$ cat src/rtl/clock_ctrl_pkg.sv
// rtl/clock_ctrl_pkg.sv - shared state codes, digit constants and field limits for the clock controller
package clock_ctrl_pkg;

    typedef enum logic [1:0] {
        ST_RUN     = 2'd0,
        ST_SET_HR  = 2'd1,
        ST_SET_MIN = 2'd2,
        ST_SET_SEC = 2'd3
    } state_e;

    localparam logic [3:0] BLANK_DIGIT = 4'hF;

    localparam logic [3:0] HR_MAX_T = 4'd2;
    localparam logic [3:0] HR_MAX_O = 4'd3;
    localparam logic [3:0] MS_MAX_T = 4'd5;
    localparam logic [3:0] MS_MAX_O = 4'd9;

    // Mode button walks the states in code order and wraps back to RUN.
    function automatic state_e next_state(input state_e s);
        return state_e'(s + 2'd1);
    endfunction

endpackage

$ cat src/rtl/bcd_mod_counter.sv
// rtl/bcd_mod_counter.sv - two-digit BCD counter that wraps to 00 after MAX_T/MAX_O
module bcd_mod_counter #(
    parameter logic [3:0] MAX_T = 4'd5,
    parameter logic [3:0] MAX_O = 4'd9
) (
    input  logic       clk,
    input  logic       rst_n,
    input  logic       inc,
    output logic [3:0] tens,
    output logic [3:0] ones,
    output logic       wrap
);

    logic [3:0] tens_q, tens_d;
    logic [3:0] ones_q, ones_d;
    logic       at_max;

    assign at_max = (tens_q == MAX_T) && (ones_q == MAX_O);
    assign wrap   = inc && at_max;
    assign tens   = tens_q;
    assign ones   = ones_q;

    always_comb begin
        tens_d = tens_q;
        ones_d = ones_q;
        if (inc) begin
            if (at_max) begin
                tens_d = 4'd0;
                ones_d = 4'd0;
            end else if (ones_q == 4'd9) begin
                tens_d = tens_q + 4'd1;
                ones_d = 4'd0;
            end else begin
                ones_d = ones_q + 4'd1;
            end
        end
    end

    always_ff @(posedge clk or negedge rst_n) begin
        if (!rst_n) begin
            tens_q <= 4'd0;
            ones_q <= 4'd0;
        end else begin
            tens_q <= tens_d;
            ones_q <= ones_d;
        end
    end

endmodule

$ cat src/rtl/clock_time_ctrl.sv
// rtl/clock_time_ctrl.sv - HH:MM:SS timekeeper with mode/up time-set FSM and blinking edit field
module clock_time_ctrl
    import clock_ctrl_pkg::*;
#(
    parameter int TICK_DIV  = 50_000_000,
    parameter int BLINK_DIV = 12_500_000
) (
    input  logic       clk,
    input  logic       rst_n,
    input  logic       btn_mode,
    input  logic       btn_up,
    output logic [3:0] d0,
    output logic [3:0] d1,
    output logic [3:0] d2,
    output logic [3:0] d3,
    output logic [3:0] d4,
    output logic [3:0] d5,
    output logic [1:0] mode,
    output logic       tick_1hz
);

    localparam int PW = $clog2(TICK_DIV);
    localparam int BW = (BLINK_DIV > 1) ? $clog2(BLINK_DIV) : 1;

    // [0],[1] synchronise the async pin; [2] is the previous synced value for edge detection.
    logic [2:0] mode_sync_q, up_sync_q;
    logic       mode_edge, up_edge, up_set;

    state_e     state_q, state_d;
    logic       in_run;

    logic [PW-1:0] presc_q, presc_d;
    logic          presc_wrap;

    logic [BW-1:0] blink_cnt_q, blink_cnt_d;
    logic          blank_q, blank_d;

    logic       sec_inc, min_inc, hr_inc;
    logic       sec_wrap, min_wrap, hr_wrap_unused;
    logic [3:0] sec_t, sec_o, min_t, min_o, hr_t, hr_o;

    logic [3:0] d0_q, d1_q, d2_q, d3_q, d4_q, d5_q;
    logic [1:0] mode_q;
    logic       tick_q;
    logic       hide_hr, hide_min, hide_sec;

    assign mode_edge = mode_sync_q[1] & ~mode_sync_q[2];
    assign up_edge   = up_sync_q[1] & ~up_sync_q[2];
    assign in_run    = (state_q == ST_RUN);
    assign up_set    = up_edge & ~mode_edge & ~in_run;

    always_ff @(posedge clk or negedge rst_n) begin
        if (!rst_n) begin
            mode_sync_q <= 3'b000;
            up_sync_q   <= 3'b000;
        end else begin
            mode_sync_q <= {mode_sync_q[1:0], btn_mode};
            up_sync_q   <= {up_sync_q[1:0], btn_up};
        end
    end

    always_comb begin
        state_d = state_q;
        if (mode_edge) begin
            state_d = next_state(state_q);
        end
    end

    always_ff @(posedge clk or negedge rst_n) begin
        if (!rst_n) begin
            state_q <= ST_RUN;
        end else begin
            state_q <= state_d;
        end
    end

    // Held at zero while editing, so RUN always restarts a full second.
    assign presc_wrap = in_run && (presc_q == PW'(TICK_DIV - 1));

    always_comb begin
        presc_d = presc_q + PW'(1);
        if (!in_run || presc_wrap) begin
            presc_d = '0;
        end
    end

    always_comb begin
        blink_cnt_d = blink_cnt_q + BW'(1);
        blank_d     = blank_q;
        if (mode_edge || up_edge) begin
            blink_cnt_d = '0;
            blank_d     = 1'b0;
        end else if (blink_cnt_q == BW'(BLINK_DIV - 1)) begin
            blink_cnt_d = '0;
            blank_d     = ~blank_q;
        end
    end

    always_ff @(posedge clk or negedge rst_n) begin
        if (!rst_n) begin
            presc_q     <= '0;
            blink_cnt_q <= '0;
            blank_q     <= 1'b0;
        end else begin
            presc_q     <= presc_d;
            blink_cnt_q <= blink_cnt_d;
            blank_q     <= blank_d;
        end
    end

    // RUN chains carries; edit states steer the up edge to one field only.
    assign sec_inc = in_run ? presc_wrap : (up_set && state_q == ST_SET_SEC);
    assign min_inc = in_run ? sec_wrap   : (up_set && state_q == ST_SET_MIN);
    assign hr_inc  = in_run ? min_wrap   : (up_set && state_q == ST_SET_HR);

    bcd_mod_counter #(.MAX_T(MS_MAX_T), .MAX_O(MS_MAX_O)) u_sec (
        .clk(clk), .rst_n(rst_n), .inc(sec_inc),
        .tens(sec_t), .ones(sec_o), .wrap(sec_wrap)
    );

    bcd_mod_counter #(.MAX_T(MS_MAX_T), .MAX_O(MS_MAX_O)) u_min (
        .clk(clk), .rst_n(rst_n), .inc(min_inc),
        .tens(min_t), .ones(min_o), .wrap(min_wrap)
    );

    bcd_mod_counter #(.MAX_T(HR_MAX_T), .MAX_O(HR_MAX_O)) u_hr (
        .clk(clk), .rst_n(rst_n), .inc(hr_inc),
        .tens(hr_t), .ones(hr_o), .wrap(hr_wrap_unused)
    );

    assign hide_hr  = blank_q && (state_q == ST_SET_HR);
    assign hide_min = blank_q && (state_q == ST_SET_MIN);
    assign hide_sec = blank_q && (state_q == ST_SET_SEC);

    always_ff @(posedge clk or negedge rst_n) begin
        if (!rst_n) begin
            d0_q   <= 4'd0;
            d1_q   <= 4'd0;
            d2_q   <= 4'd0;
            d3_q   <= 4'd0;
            d4_q   <= 4'd0;
            d5_q   <= 4'd0;
            mode_q <= 2'd0;
            tick_q <= 1'b0;
        end else begin
            d0_q   <= hide_sec ? BLANK_DIGIT : sec_o;
            d1_q   <= hide_sec ? BLANK_DIGIT : sec_t;
            d2_q   <= hide_min ? BLANK_DIGIT : min_o;
            d3_q   <= hide_min ? BLANK_DIGIT : min_t;
            d4_q   <= hide_hr  ? BLANK_DIGIT : hr_o;
            d5_q   <= hide_hr  ? BLANK_DIGIT : hr_t;
            mode_q <= state_q;
            tick_q <= presc_wrap;
        end
    end

    assign d0       = d0_q;
    assign d1       = d1_q;
    assign d2       = d2_q;
    assign d3       = d3_q;
    assign d4       = d4_q;
    assign d5       = d5_q;
    assign mode     = mode_q;
    assign tick_1hz = tick_q;

endmodule

$ cat config.mk
export PLATFORM = sky130hd
export DESIGN_NAME = clock_time_ctrl
export DESIGN_NICKNAME = d
export VERILOG_FILES = /design/src/rtl/clock_ctrl_pkg.sv /design/src/rtl/bcd_mod_counter.sv /design/src/rtl/clock_time_ctrl.sv
export SDC_FILE = /design/constraint.sdc
export NUM_CORES = 1
export LEC_CHECK = 0
export CAP_MARGIN = 10
export CELL_PAD_IN_SITES_DETAIL_PLACEMENT = 1
export CELL_PAD_IN_SITES_GLOBAL_PLACEMENT = 2
export CORE_UTILIZATION = 30
export CTS_BUF_LIST = sky130_fd_sc_hd__clkbuf_4
export DETAILED_ROUTE_END_ITERATION = 7
export PLACE_DENSITY_LB_ADDON = 0.25
export SKIP_LAST_GASP = 1
export SLEW_MARGIN = 40
export SYNTH_ARGS = -nofsm -noshare
export SYNTH_HDL_FRONTEND = slang
export SYNTH_SLANG_ARGS = --single-unit
$ cat constraint.sdc
create_clock -name clk -period 7.04 [get_ports clk]
set_clock_uncertainty 0.05 [all_clocks]
set_input_delay 1.056 -clock clk [delete_from_list [all_inputs] [get_ports clk]]
set_output_delay 1.056 -clock clk [all_outputs]
set_load 0.05 [all_outputs]
## Word-level counts from Yosys, hierarchy flattened

Index checks and enable logic that the tools add are counted.

- Register bits: 110
- Latch bits: 0
- RAM bits: 0
- Memory bits (read-only): 0
- Output and inout bits: 27
- Memories: 0

- Add/sub/neg operators: 9
- Multipliers: 0
- Divide/modulo/power cells: 0
- Order comparisons: 0
- Equality and inequality tests: 12
- Shift operators: 0
- Muxes and demuxes: 26
- Bitwise gates (word level): 9
- Reductions and logical operators: 23

Operators by type and width:

| kind | count |
|---|---|
| 4-bit two-way mux | 18 |
| 24-bit two-way mux | 2 |
| 26-bit by 1-bit adder with 26-bit output, second input constant | 1 |
| 26-bit == test, second input constant | 1 |
| 26-bit two-way mux | 1 |
| 24-bit by 1-bit adder with 24-bit output, second input constant | 1 |
| 4-bit by 1-bit adder with 4-bit output, second input constant | 6 |
| 24-bit == test, second input constant | 1 |
| 4-bit == test, second input constant | 3 |
| 1-bit logical AND | 12 |
| 4-bit by 2-bit == test with 1-bit output, second input constant | 2 |
| 4-bit by 3-bit == test with 1-bit output, second input constant | 2 |
| 2-bit nonzero test | 4 |
| 2-bit AND reduction | 3 |
| 1-bit two-way mux | 5 |
| 1-bit NOT | 5 |
| 1-bit bitwise AND | 4 |
| 2-bit == test, second input constant | 2 |
| 2-bit by 1-bit adder with 2-bit output, second input constant | 1 |
| 2-bit by 1-bit == test with 1-bit output, second input constant | 1 |
| 2-bit logical NOT | 1 |
| 1-bit logical OR | 2 |
| 1-bit logical NOT | 1 |

## Depth between registers and ports, before layout

- Depth in word-level cells: 12
- Depth in mapped cells: 8
- Depth with buffers taken out: 7

## Cells and area by module

Synthesis repeated with hierarchy kept, for this count alone.

- Cells, all modules: 492
- Area total of the unflattened synthesis: 5172.5 um^2

By module, submodules not included:

| module | times used | cells an instance | area each (um^2) | sequential area each (um^2) |
|---|---|---|---|---|
| clock_time_ctrl | 1 | 356 | 3793.6 | 2152.1 |
| bcd_mod_counter at u_min ... | 2 | 45 | 457.9 | 200.2 |
| bcd_mod_counter at u_hr | 1 | 46 | 462.9 | 200.2 |

## Worst setup path before layout

Ideal clock, no wire load.

- Path kind: register to register
- From: reg presc_q[0]
- To: reg u_hr.tens_q[1], in the netlist u_hr.tens[1]
- Library setup time: 125 ps
- Arrival time: 2027 ps
- Slack: 4838 ps
- Cell stages (with the launch flop): 7
- Clock period less this slack: 2202 ps
- Cells stage by stage: dfrtp_1 ha_1 nand4_1 nor4_4 nand4_2 a21oi_2 mux2_2

- Cells in the longest elaborated chain, start to end: 8

Ends and longest elaborated chain:

| what | RTL line | source |
|---|---|---|
| start: declaration | clock_time_ctrl.sv:32 | `logic [PW-1:0] presc_q, presc_d;` |
| start signal: assignment | clock_time_ctrl.sv:105 | `presc_q <= presc_d;` |
| 26-bit == test | clock_time_ctrl.sv:78 | `assign presc_wrap = in_run && (presc_q == PW'(TICK_DIV - 1));` |
| 1-bit logical AND | clock_time_ctrl.sv:78 |  |
| 1-bit two-way mux | clock_time_ctrl.sv:112 | `assign sec_inc = in_run ? presc_wrap : (up_set && state_q == ST_SET_SEC);` |
| 1-bit logical AND | bcd_mod_counter.sv:19 | `assign wrap = inc && at_max;` |
| 1-bit two-way mux | clock_time_ctrl.sv:113 | `assign min_inc = in_run ? sec_wrap : (up_set && state_q == ST_SET_MIN);` |
| 1-bit logical AND | bcd_mod_counter.sv:19 |  |
| 1-bit two-way mux | clock_time_ctrl.sv:114 | `assign hr_inc = in_run ? min_wrap : (up_set && state_q == ST_SET_HR);` |
| 2-bit AND reduction (no line) | - |  |
| end signal: assignment | bcd_mod_counter.sv:44 | `tens_q <= tens_d;` |
| end: declaration | bcd_mod_counter.sv:14 | `logic [3:0] tens_q, tens_d;` |

No other way between the ends.
A chain may end at the register's enable or synchronous reset.

## Worst setup path in the final report

- From: reg mode_q[0], in the netlist mode[0]
- To: out mode[0]

RTL lines:

| what | RTL line | source |
|---|---|---|
| start: declaration | clock_time_ctrl.sv:43 | `logic [1:0] mode_q;` |
| start signal: assignment | clock_time_ctrl.sv:152 | `mode_q <= state_q;` |
| end: declaration | clock_time_ctrl.sv:18 | `output logic [1:0] mode,` |

No word-level cell between the ends.

==> metrics.txt <==
# TYPE chip_impl_metric gauge
chip_impl_info{name="hold_path_origin",value="mode_sync_q[0]$_DFF_PN0_"} 1
chip_impl_metric{name="cts-htree-levels",unit=""} 3
chip_impl_info{name="worstSetupPathType",value="flop to primary output"} 1
chip_impl_metric{name="worst-path-stages",unit=""} 1
chip_impl_metric{name="async_reset_ff_share",unit="%"} 100
chip_impl_metric{name="worstPathRequired",unit="ns"} 5.93
chip_impl_info{name="regToRegEndpoint",value="u_hr.tens[1]$_DFFE_PN0P_"} 1
chip_impl_metric{name="report.final.hold_viol_count",unit=""} 0
chip_impl_metric{name="comb_power_share",unit="%"} 25.4
chip_impl_metric{name="detail_route.first_pass.iterations",unit=""} 6
chip_impl_metric{name="route.vias.total",unit=""} 3538
chip_impl_metric{name="dp_hpwl",unit="um"} 7780
chip_impl_metric{name="postSynthAreaPerCell",unit="um2"} 10.5
chip_impl_metric{name="worst_ir_drop_vdd",unit="uV"} 145
chip_impl_metric{name="synth_sequential_area_ratio",unit="%"} 53.8
chip_impl_metric{name="drive_above_1_share",unit="%"} 7.66
chip_impl_metric{name="ys_seq_elements",unit=""} 110
chip_impl_metric{name="power_frac_seq",unit="%"} 52.0
chip_impl_metric{name="setup.reg_to_reg.worst_slack",unit="ns"} 4.50
chip_impl_metric{name="nets",unit=""} 539
chip_impl_metric{name="timing.final.crit_period",unit="ns"} 2.84
chip_impl_metric{name="power_switching_share",unit="%"} 35.4
chip_impl_metric{name="holdPathStages",unit=""} 0
chip_impl_metric{name="cts_buffers",unit=""} 9
chip_impl_metric{name="syn2layout_area_growth",unit="%"} 13.3
chip_impl_metric{name="syn_inst",unit=""} 487
chip_impl_info{name="startpoint_type",value="flop"} 1
chip_impl_metric{name="antenna_left",unit=""} 0
chip_impl_metric{name="wire_per_inst",unit="um"} 14.9
chip_impl_metric{name="critical_path_at",unit="ns"} 1.74
chip_impl_info{name="worstHoldPathType",value="flop to flop"} 1
chip_impl_info{name="tritoncts",value="done"} 1
chip_impl_info{name="worstPathCellList",value="clkdlybuf4s50_1"} 1
chip_impl_metric{name="totalNegativeSetupSlack",unit="ns"} 0
chip_impl_metric{name="leakage",unit="nW"} 2.55
chip_impl_info{name="critPathTopFamily",value="buffers and inverters"} 1
chip_impl_info{name="top_library_cells_by_usage_in_the_layout_fill_and_taps_aside",value="110 x dfrtp_1, 73 x nor2_1, 45 x nand2_1"} 1
chip_impl_metric{name="cpPeakStageDelay",unit="ns"} 0.81
chip_impl_metric{name="global_route_wire_length_before_repair",unit="um"} 19300
chip_impl_metric{name="synth.distinct_cells",unit=""} 55
chip_impl_metric{name="num-fill-cells",unit=""} 1877
chip_impl_metric{name="io_pins",unit=""} 31
chip_impl_metric{name="synth_edf_count",unit=""} 0
chip_impl_info{name="cts_root_buffer",value="clkbuf_4"} 1
chip_impl_info{name="holdPathEnd",value="mode_sync_q[1]$_DFF_PN0_"} 1
chip_impl_metric{name="worst_pin_slew",unit="ns"} 0.783
chip_impl_metric{name="drt-total-wl",unit="um"} 11100
chip_impl_metric{name="dp.cells",unit=""} 726
chip_impl_metric{name="placement.io_buffers",unit=""} 30
chip_impl_metric{name="max_cap_viol_count",unit=""} 0
chip_impl_metric{name="grt_total_ovfl",unit=""} 0
chip_impl_metric{name="post_cts_setup_repair_bufs",unit=""} 0
chip_impl_metric{name="clk_latency",unit="ns"} 0.50
chip_impl_metric{name="first_iter_violations",unit=""} 105
chip_impl_info{name="crit_path_top_delay_cell",value="clkdlybuf4s50_1"} 1
chip_impl_metric{name="power_density",unit="mW/mm2"} 253
chip_impl_info{name="final_common_cell",value="dfrtp_1"} 1
chip_impl_metric{name="syn_nets",unit=""} 509
chip_impl_metric{name="gp_routability_congestion",unit=""} 0.772
chip_impl_info{name="critical_path_endpoint_category",value="primary output"} 1
chip_impl_metric{name="grt_max_degree",unit=""} 57
chip_impl_metric{name="worst-path-max-fanout",unit=""} 1
chip_impl_metric{name="ff2ff_path_depth",unit=""} 6
chip_impl_metric{name="power.share.clock",unit="%"} 22.6
chip_impl_metric{name="synthesis.yosys.warnings",unit=""} 0
chip_impl_metric{name="floorplan.initialDensity",unit="%"} 30.7
chip_impl_info{name="r2r-start",value="presc_q[0]$_DFF_PN0_"} 1
chip_impl_metric{name="die-area",unit="mm2"} 0.0176
chip_impl_info{name="synth_flop_cell",value="dfrtp_1"} 1
chip_impl_metric{name="die_y",unit="um"} 133
chip_impl_metric{name="initial_antenna_violation_count",unit=""} 1
chip_impl_metric{name="fin_cells",unit=""} 744
chip_impl_metric{name="placement_rows",unit=""} 47
chip_impl_metric{name="setup-violations-final",unit=""} 0
chip_impl_metric{name="cts_max_path_buffers",unit=""} 2
chip_impl_metric{name="netSwitchingPower",unit="W"} 0.000519
chip_impl_metric{name="cts_hold_buf",unit=""} 0
chip_impl_metric{name="post_synthesis_instance_area",unit="mm2"} 0.00512
chip_impl_metric{name="die_x",unit="um"} 133
chip_impl_metric{name="grt_usage",unit="%"} 13.9
chip_impl_metric{name="detail_route.vias_per_cell",unit=""} 4.76
chip_impl_metric{name="internal_power",unit="W"} 0.000948
chip_impl_metric{name="grt_pass1_vias",unit=""} 3692
chip_impl_metric{name="fmaxAchievable",unit="MHz"} 352
chip_impl_metric{name="drt_drc_violations_left",unit=""} 0
chip_impl_metric{name="coreArea",unit="mm2"} 0.0166
chip_impl_metric{name="cts_repair_resize_count",unit=""} 0
chip_impl_metric{name="clk_transition_reported_paths",unit="ns"} 0.17
chip_impl_metric{name="relSlewSlack",unit="%"} 47.4
chip_impl_metric{name="clock_sinks",unit=""} 110
chip_impl_metric{name="cp.buffers_inverters",unit=""} 1
chip_impl_metric{name="final.period_utilization",unit="%"} 40.4
chip_impl_info{name="setup_repair_after_global_routing_missed_its_margin",value="no"} 1
chip_impl_metric{name="timing.final.max_slew_violations",unit=""} 0
chip_impl_info{name="result_of_the_run",value="complete, no violations"} 1
[how the worst max path moves through the flow]
stage                         startpoint                  endpoint  slack, ns
CTS                    mode[0]$_DFF_PN0_                   mode[0]       4.14
detailed placement  presc_q[0]$_DFF_PN0_     presc_q[16]$_DFF_PN0_       4.36
finish                 mode[0]$_DFF_PN0_                   mode[0]       4.20
floorplan           presc_q[0]$_DFF_PN0_  u_hr.tens[1]$_DFFE_PN0P_       4.84
global route           mode[0]$_DFF_PN0_                   mode[0]       4.09
global placement                   rst_n     presc_q[12]$_DFF_PN0_       4.55
[layer usage]
| layer | track usage (%) | wire, um | share of wire [%] |
|---|---|---|---|
| met4 | 4.98 | 180 | 1.6 |
| met5 | 0 | 0 | 0 |
| met3 | 3.26 | 272 | 2.5 |
| met1 | 18.5 | 5400 | 49 |
| met2 | 22.2 | 5230 | 47 |
[power groups by stage]
stage / Combinational, W / Sequential [W] / Clock [W]
after detailed placement: 0.000378 / 0.000777 / 0
after global placement: 0.000370 / 0.000773 / 0
after global routing: 0.000411 / 0.000777 / 0.000372
after floorplan: 0.000160 / 0.000859 / 0
final: 0.000373 / 0.000763 / 0.000331
after CTS: 0.000379 / 0.000764 / 0.000355
[cells by family (layout without fill, tap and decap cells)]
family,after synthesis,count (layout),share of synthesized area (%)
simple gates,235,235,23.8
flops,110,110,53.8
xor+xnor,48,48,8.22
compound gates,33,33,4.55
buf+inv,29,64,2.18
fa+ha+maj,18,18,4.40
mux,14,14,3.03
other cells,0,2,0
[cell type report]
cell class	count	area [um2]	area share (%)
inverters	17	63.8	1.10
clock inverters	5	57.6	0.993
repair buffers	31	305	5.27
diodes	2	5.00	0.0863
clock buffers	11	82.6	1.42
flip-flops and latches	110	2750	47.5
well taps	220	275	4.75
multi-input cells	348	2260	38.9
[cell usage after synthesis, drive strengths merged, types with 3 or more instances]
master | instances | area share (%)
nor2 | 73 | 5.4
o21ai | 8 | 0.78
dfrtp | 110 | 54
xor2 | 25 | 4.3
a21oi | 8 | 0.86
xnor2 | 23 | 3.9
or4 | 3 | 0.44
and4 | 8 | 1.4
ha | 18 | 4.4
or4b | 3 | 0.59
clkbuf | 7 | 0.51
nand2b | 18 | 2.2
nand2 | 46 | 3.4
nand3 | 26 | 2.6
nor2b | 3 | 0.37
nor4 | 7 | 1.3
and3 | 5 | 0.61
mux2 | 12 | 2.6
nand4 | 14 | 1.8
nand3b | 3 | 0.44
nor3 | 11 | 1.2
buf | 5 | 0.42
and2 | 5 | 0.61
inv | 17 | 1.2
[per-stage QoR]
step	instance area, um2	hold WS, ns	power (W)	utilization [%]	worst slack (ns)
floorplan	5120	0.281	0.00102	-	4.84
global placement	5650	0.287	0.00114	34.0	4.55
detailed placement	5650	0.296	0.00116	34.0	4.36
CTS	5790	0.335	0.00150	34.8	4.14
global route	5800	0.357	0.00156	34.8	4.09
finish	5800	0.329	0.00147	34.8	4.20
[sequential cells by signal, summed over array words and instances (netlist names), 3 cells and up]
| register | flops |
|---|---|
| d0 | 4 |
| blink_cnt_q | 24 |
| u_min.ones | 4 |
| u_min.tens | 4 |
| u_hr.ones | 4 |
| u_sec.tens | 4 |
| d3 | 4 |
| u_hr.tens | 4 |
| d4 | 4 |
| u_sec.ones | 4 |
| d5 | 4 |
| d1 | 4 |
| mode_sync_q | 3 |
| up_sync_q | 3 |
| d2 | 4 |
| presc_q | 26 |
[worst register-to-register path, cell delays in order (launching register included)]
cell and delay [ns]:
dfrtp_1 0.42, ha_1 0.22, nand4_1 0.28, nor4_4 0.51, nand4_2 0.32, a21oi_2 0.27, mux2_2 0.35
Power figures use the tool's default switching activity.
